$ cat src/rtl/jk_count_sequencer_pkg.sv
// Shared definitions for the JK load-then-count sequencer: state encoding
// and count-direction codes.
package jk_count_sequencer_pkg;

  typedef enum logic [1:0] {
    IDLE = 2'b00,
    LOAD = 2'b01,
    RUN  = 2'b10,
    DONE = 2'b11
  } state_t;

  localparam logic DIR_UP = 1'b1;
  localparam logic DIR_DN = 1'b0;

endpackage

$ cat src/rtl/jk_count_sequencer_jk_cell.sv
// Single JK storage cell: 00 hold, 01 reset, 10 set, 11 toggle.
// Asynchronous active-low reset clears the cell to 0.
module jk_cell (
  input  logic clk,
  input  logic rst_n,
  input  logic j,
  input  logic k,
  output logic q,
  output logic qbar
);

  logic q_reg;

  always_ff @(posedge clk or negedge rst_n) begin
    if (!rst_n) begin
      q_reg <= 1'b0;
    end else begin
      case ({j, k})
        2'b00: q_reg <= q_reg;
        2'b01: q_reg <= 1'b0;
        2'b10: q_reg <= 1'b1;
        2'b11: q_reg <= ~q_reg;
      endcase
    end
  end

  assign q    = q_reg;
  assign qbar = ~q_reg;

endmodule

$ cat src/rtl/jk_count_sequencer.sv
// Sequences a bank of JK cells through load-then-count runs, stopping when the
// bank matches a captured stop value and pulsing done for one cycle.
module jk_count_sequencer
  import jk_count_sequencer_pkg::*;
#(
  parameter int WIDTH = 4
) (
  input  logic             clk,
  input  logic             rst_n,
  input  logic             start,
  input  logic             dir,
  input  logic [WIDTH-1:0] load_val,
  input  logic [WIDTH-1:0] stop_val,
  input  logic             abort,
  output logic             busy,
  output logic             done,
  output logic [WIDTH-1:0] q,
  output logic [WIDTH-1:0] j_bus,
  output logic [WIDTH-1:0] k_bus
);

  state_t           state_reg;
  logic             dir_reg;
  logic [WIDTH-1:0] load_reg;
  logic [WIDTH-1:0] stop_reg;
  logic             busy_reg;
  logic             done_reg;

  logic [WIDTH-1:0] q_bus;
  logic [WIDTH-1:0] qbar_bus;
  logic [WIDTH-1:0] tog_up;
  logic [WIDTH-1:0] tog_dn;
  logic [WIDTH-1:0] tog;
  logic             at_stop;

  // A bit toggles when every lower bit is 1 (up) or every lower bit is 0 (down).
  assign tog_up[0] = 1'b1;
  assign tog_dn[0] = 1'b1;
  generate
    for (genvar gi = 1; gi < WIDTH; gi++) begin : g_tog
      assign tog_up[gi] = &q_bus[gi-1:0];
      assign tog_dn[gi] = &qbar_bus[gi-1:0];
    end
  endgenerate

  always_comb begin
    tog = tog_up;
    case (dir_reg)
      DIR_UP: tog = tog_up;
      DIR_DN: tog = tog_dn;
    endcase
  end

  // Equality built from both cell rails: a bit mismatches if q is 1 where stop
  // is 0, or qbar is 1 where stop is 1.
  assign at_stop = ~|((q_bus & ~stop_reg) | (qbar_bus & stop_reg));

  always_comb begin
    j_bus = '0;
    k_bus = '0;
    case (state_reg)
      LOAD: begin
        if (!abort) begin
          j_bus = load_reg;
          k_bus = ~load_reg;
        end
      end
      RUN: begin
        if (!abort && !at_stop) begin
          j_bus = tog;
          k_bus = tog;
        end
      end
      default: begin
        j_bus = '0;
        k_bus = '0;
      end
    endcase
  end

  always_ff @(posedge clk or negedge rst_n) begin
    if (!rst_n) begin
      state_reg <= IDLE;
      dir_reg   <= DIR_DN;
      load_reg  <= '0;
      stop_reg  <= '0;
      busy_reg  <= 1'b0;
      done_reg  <= 1'b0;
    end else begin
      case (state_reg)
        IDLE: begin
          if (start) begin
            dir_reg   <= dir;
            load_reg  <= load_val;
            stop_reg  <= stop_val;
            state_reg <= LOAD;
            busy_reg  <= 1'b1;
          end
        end
        LOAD: begin
          if (abort) begin
            state_reg <= IDLE;
            busy_reg  <= 1'b0;
          end else begin
            state_reg <= RUN;
          end
        end
        RUN: begin
          // Abort wins over the stop compare, so an aborted run never reports done.
          if (abort) begin
            state_reg <= IDLE;
            busy_reg  <= 1'b0;
          end else if (at_stop) begin
            state_reg <= DONE;
            busy_reg  <= 1'b0;
            done_reg  <= 1'b1;
          end
        end
        DONE: begin
          state_reg <= IDLE;
          done_reg  <= 1'b0;
        end
      endcase
    end
  end

  generate
    for (genvar gi = 0; gi < WIDTH; gi++) begin : g_bank
      jk_cell u_cell (
        .clk  (clk),
        .rst_n(rst_n),
        .j    (j_bus[gi]),
        .k    (k_bus[gi]),
        .q    (q_bus[gi]),
        .qbar (qbar_bus[gi])
      );
    end
  endgenerate

  assign q    = q_bus;
  assign busy = busy_reg;
  assign done = done_reg;

endmodule

$ cat config.mk
export PLATFORM = sky130hd
export DESIGN_NAME = jk_count_sequencer
export DESIGN_NICKNAME = d
export VERILOG_FILES = /design/src/rtl/jk_count_sequencer_pkg.sv /design/src/rtl/jk_count_sequencer_jk_cell.sv /design/src/rtl/jk_count_sequencer.sv
export SDC_FILE = /design/constraint.sdc
export NUM_CORES = 1
export LEC_CHECK = 0
export BUFFER_PORTS_ARGS = -buffer_cell sky130_fd_sc_hd__buf_2
export CORE_AREA = 8 8 57 59
export CTS_CLUSTER_SIZE = 10
export DETAILED_ROUTE_END_ITERATION = 8
export DIE_AREA = 0 0 65 67
export PLACE_DENSITY = 0.79
export SLEW_MARGIN = 10
export SYNTH_ARGS = -nofsm -noshare
export SYNTH_HDL_FRONTEND = slang
export SYNTH_SLANG_ARGS = --single-unit
$ cat constraint.sdc
create_clock -name clk -period 2.6 [get_ports clk]
set_clock_uncertainty 0.1 [all_clocks]
set_input_delay 0.52 -clock clk [delete_from_list [all_inputs] [get_ports clk]]
set_output_delay 0.52 -clock clk [all_outputs]
set_load 0.005 [all_outputs]
After elaboration in Yosys (flattened, before gate mapping)
Index checks and enable logic that the tools add are counted.
{ "op_classes": {"n_eq_ne": 20, "muxes": 23, "bitwise": 10, "reduce_logical": 18} }
{ "ops": {"columns": ["operator", "n"], "rows": [
  ["case mux 4 bit (2 select lines)", 3],
  ["equality test 2 bit (second input constant)", 10],
  ["case mux 1 bit (3 select lines)", 5],
  ["two-way mux 4 bit", 3],
  ["equality test 2 x 1 -> 1 bit (second input constant)", 5],
  ["logical NOT 2 bit", 5],
  ["AND reduction 3 bit", 3],
  ["bitwise AND 4 bit", 2],
  ["two-way mux 2 bit", 4],
  ["inequality test 2 bit (second input constant)", 4],
  ["NOT 4 bit", 2],
  ["case mux 2 bit (4 select lines)", 1],
  ["AND reduction 2 bit", 4],
  ["two-way mux 1 bit", 6],
  ["NOT 1 bit", 5],
  ["bitwise OR 4 bit", 1],
  ["AND reduction 4 bit", 1],
  ["OR reduction 4 bit", 1],
  ["inequality test 3 bit (second input constant)", 1],
  ["nonzero test 3 bit", 1],
  ["case mux 1 bit (2 select lines)", 1],
  ["nonzero test 2 bit", 1],
  ["logical AND 1 bit", 1],
  ["logical NOT 1 bit", 1]
]} }
{ "totals": {"ff_bits": 17, "inputBits": 13, "out_inout_bits": 14, "elab_cells": 81} }

Longest topological paths before layout
{ "depth": {"ltp_word": 9, "depth_mapped": 8, "depth_no_buf": 6} }

Hierarchy
From an unflattened synthesis, not the netlist that was laid out.
{ "unflattened": {"hier_cells": 89, "area_unflattened_um2": 985.9} }
{ "by_module_without_submodules": {"columns": ["module", "n_inst", "cells_each", "area_per_inst_um2", "seq_area_each_um2"], "rows": [
  ["jk_count_sequencer", 1, 73, 835.8, 325.3],
  ["jk_cell", 4, 4, 37.5, 25.0]
]} }

Least setup slack after synthesis
No wires, ideal clock.
{ "synth_timing": {"kind": "register -> output", "from": "register state_reg[0]", "to": "output j_bus[3]", "arrival_time_ps": 1596, "t_required_ps": 1980, "setup_slack_ps": 384, "stages_incl_launch_ff": 9, "path_buffers": 2, "path_cell_list": "dfrtp_1 -> inv_1 -> ha_1 -> nand2b_1 -> a41o_1 -> buf_6 -> or2_2 -> a21oi_1 -> buf_4"} }
{ "synth_between": {"elab_chain_cells": 2} }
{ "synth_lines": {"columns": ["element", "line", "source"], "rows": [
  ["start: declaration", "jk_count_sequencer.sv:22", "state_t state_reg;"],
  ["start signal: assignment", "jk_count_sequencer.sv:83", "state_reg <= IDLE;"],
  ["start signal: assignment", "jk_count_sequencer.sv:96", "state_reg <= LOAD;"],
  ["start signal: assignment", "jk_count_sequencer.sv:102", "state_reg <= IDLE;"],
  ["equality test 2 bit or equality test 2 x 1 -> 1 bit (tied branches)", "jk_count_sequencer.sv:61", "case (state_reg)"],
  ["case mux 4 bit (2 select lines) (*)", "jk_count_sequencer.sv:61", null],
  ["end: declaration", "jk_count_sequencer.sv:18", "output logic [WIDTH-1:0] j_bus,"]
]} }
Mark *: on every way between the ends. The rest lies on a longest branch, timed or not.

Worst setup path after layout
{ "layout_timing": {"from": "register g_bank[1].u_cell.q_reg", "to": "output k_bus[3]"} }
{ "layout_between": {"elab_chain_cells": 7} }
{ "layout_lines": {"columns": ["element", "line", "source"], "rows": [
  ["start: declaration", "jk_count_sequencer_jk_cell.sv:12", "logic q_reg;"],
  ["start signal: assignment", "jk_count_sequencer_jk_cell.sv:19", "2'b00: q_reg <= q_reg;"],
  ["start signal: assignment", "jk_count_sequencer_jk_cell.sv:22", "2'b11: q_reg <= ~q_reg;"],
  ["NOT 1 bit", "jk_count_sequencer_jk_cell.sv:28", "assign qbar = ~q_reg;"],
  ["bitwise AND 4 bit", "jk_count_sequencer.sv:56", "assign at_stop = ~|((q_bus & ~stop_reg) | (qbar_bus & stop_reg));"],
  ["bitwise OR 4 bit", "jk_count_sequencer.sv:56", null],
  ["OR reduction 4 bit", "jk_count_sequencer.sv:56", null],
  ["logical AND 1 bit", "jk_count_sequencer.sv:69", "if (!abort && !at_stop) begin"],
  ["two-way mux 4 bit (*)", "jk_count_sequencer.sv:69", null],
  ["case mux 4 bit (2 select lines) (*)", "jk_count_sequencer.sv:61", null],
  ["end: declaration", "jk_count_sequencer.sv:19", "output logic [WIDTH-1:0] k_bus"]
]} }
Mark *: on every way between the ends. The rest lies on a longest branch, timed or not. The select of a mux whose other input is x is not followed.

==> results.yml <==
timing:
  max_freq_mhz: 396
  period_minus_slack_ns: 2.52
  final.setup.worst_slack_ns: 0.0765
  fin_crit_sh: 0.971
  whs_ns: 0.0166
  slew_headroom: 0.736
  rsz0062_at_grt: "yes"
  setup_viol: 0
  slew_viol_final: 0
  worstMarginPinSlew_ns: 0.395
  timing.final.hold_violations: 0
critical_path:
  startpoint_type: "flop"
  crit_arrival_ns: 1.90
  worstPathRequired_ns: 1.98
  crit_type: "reg -> out"
  cp-end-kind: "primary output"
  cp_max_fo: 5
grt:
  antenna_found_initial: 0
  met3_usage: 0.0218
  use_met2: 0.205
  top_usage_layer: "met2"
  track_usage: 0.122
  grt_max_degree: 18
  grt_pass1_vias: 940
  grt_pass1_wl_um: 4060
  overflow: 0
  grtUsageMet1: 0.124
clock_network:
  htree_levels: 1
  ctsLongestPathBuffers: 2
  numCtsBuffers: 3
  hold_buffers: 0
  clk_latency_ns: 0.30
  cts_tree: "done"
  clk_pin_slew_ns: 0.10
  cts_root_buffer: "clkbuf_4"
  clkSinkCount: 17
outcome:
  status: "completed"
logic_synthesis:
  synthCells: 116
  post_synth.cell_area_avg_um2: 9.74
  postSynth.asyncResetShare: 1.00
  synth.distinct_cells: 38
  ys_warn_count: 0
  synthFlopType: "dfrtp_1"
  synthesis.area_um2: 1130
  synth_edf_count: 0
  synth_nets: 133
  yosysSeqAreaShare: 0.377
  ys_ff_latch: 17
pwr:
  p_clk_frac: 0.100
  p_leak_nw: 0.598
  power.density_nw_per_um2: 1150
  switchingPower_mw: 0.634
  internal-power_mw: 0.858
  ir_drop_mv: 0.529
  seq_power_share: 0.360
  switching_share: 0.425
  comb_power_share: 0.540
placed_design:
  port_buffers: 26
  gp_congestion: 0.821
  dp_slack_ns: 0.353
  dpl.hpwl_um: 1860
die:
  start_util: 0.478
  core-area_um2: 2360
  die_area_um2: 4360
  ios: 27
  num_rows: 18
  die_y_um: 67
  die_x_um: 65
detailed_routing:
  avgViaCountPerCell: 5.55
  drt_iter0_drc: 23
  drc: 0
  drtPass1Iterations: 4
  wl_per_cell_um: 14.9
  vias: 927
  ant_nets: 0
  wl_um: 2490
layout:
  fin_nets: 155
  syn2layout_area_growth_pct: 14.8
  drive_above_1_share: 0.401
  diodes: 0
  fill_cells: 227
worst_hold_path:
  hold_class: "in -> async"
run:
  maxCapViolations: 0
==> per-layer routing <==
layer | wire [um] | vias up | part of all wire
li1 | - | 445 | -
met1 | 1010 | 441 | 0.40
met2 | 1250 | 35 | 0.50
met3 | 134 | 6 | 0.054
met4 | 95 | 0 | 0.038
met5 | 0 | - | 0
==> final timing paths <==
kind | startpoint | to | slack, ns | cells after the start
worst max-delay path | g_bank[1].u_cell.q | k_bus[3] | 0.08 | 5
worst min-delay path | rst_n | load_reg[3] | 0.02 | 1
worst max register to register | state_reg[0] | g_bank[3].u_cell.q | 0.69 | 7
worst min register to register | busy | busy | 0.42 | 1
max in group asynchronous | rst_n | g_bank[1].u_cell.q | 2.09 | 1
min in group clk | stop_val[2] | stop_reg[2] | 0.34 | 2
==> power groups by stage <==
stage | combinational (mW) | clock, mW | sequential, mW
2_1_floorplan | 0.619 | 0 | 0.490
3_3_place_gp | 0.681 | 0 | 0.523
3_5_place_dp | 0.714 | 0 | 0.535
4_1_cts | 0.717 | 0.153 | 0.529
5_1_grt | 0.892 | 0.167 | 0.557
6_report | 0.806 | 0.149 | 0.537
==> final cells by class <==
type / instances / area (um^2) / area share
Sequential cell: 17 / 428 / 0.330
Timing Repair Buffer: 33 / 183 / 0.141
Clock buffer: 4 / 26.3 / 0.0203
Inverter: 5 / 18.8 / 0.0145
Multi-Input combinational cell: 78 / 604 / 0.466
Tap cell: 30 / 37.5 / 0.0289
==> logic make-up (layout without fill, tap and decap cells) <==
kind of cell	count (synthesis)	after routing	synth area share
simple gates	34	34	0.162
compound gates	22	22	0.136
buf+inv	21	42	0.117
flops	17	17	0.377
mux	12	12	0.117
xor+xnor	6	6	0.0465
fa+ha+maj	4	4	0.0443
==> synthesized netlist by cell type (all sizes together) (2+ instances only) <==
master   count  area share
nor4         2       0.011
a2bb2oi      2       0.016
buf         14       0.094
clkbuf       2      0.0066
nand2b       4       0.022
ha           4       0.044
or4          2       0.013
and2         2       0.011
nand3        5       0.022
nor2         7       0.023
a21oi        7       0.031
o21ai        2      0.0089
nand2        6       0.020
mux2i        2       0.018
xnor2        5       0.039
mux2        10        0.10
inv          5       0.017
dfrtp       17        0.38
==> critical path, stage by stage (launching register included) <==
cell and delay (ns):
dfrtp_2 0.45, or3_1 0.40, a21o_1 0.21, or2_2 0.29
a21oi_1 0.13, buf_2 0.13
==> cells in the final DEF, fill, tap and decap left out, types with 3 or more instances in the layout <==
cell type	n
a21oi_1	7
buf_2	26
buf_4	7
clkbuf_4	3
dfrtp_1	15
ha_1	3
inv_1	5
mux2_2	10
nand2_1	6
nand2b_1	3
nand3_1	5
nor2_1	7
xnor2_1	3
==> metrics by stage <==
step                cell area, um^2  power, mW  std cells  setup TNS, ns  utilization
floorplan                      1130       1.11        116              0            -
global placement               1200       1.20        158              0        0.507
detailed placement             1200       1.25        158              0        0.507
CTS                            1220       1.40        162              0        0.518
global route                   1300       1.62        167        -0.0237        0.549
finish                         1300       1.49        167              0        0.549
==> timing repair <==
item	in CTS	in global routing
setup endpoints to repair	0	7
buffers inserted	0	5
resized for setup	0	7
(Power assumes the default switching activity.)
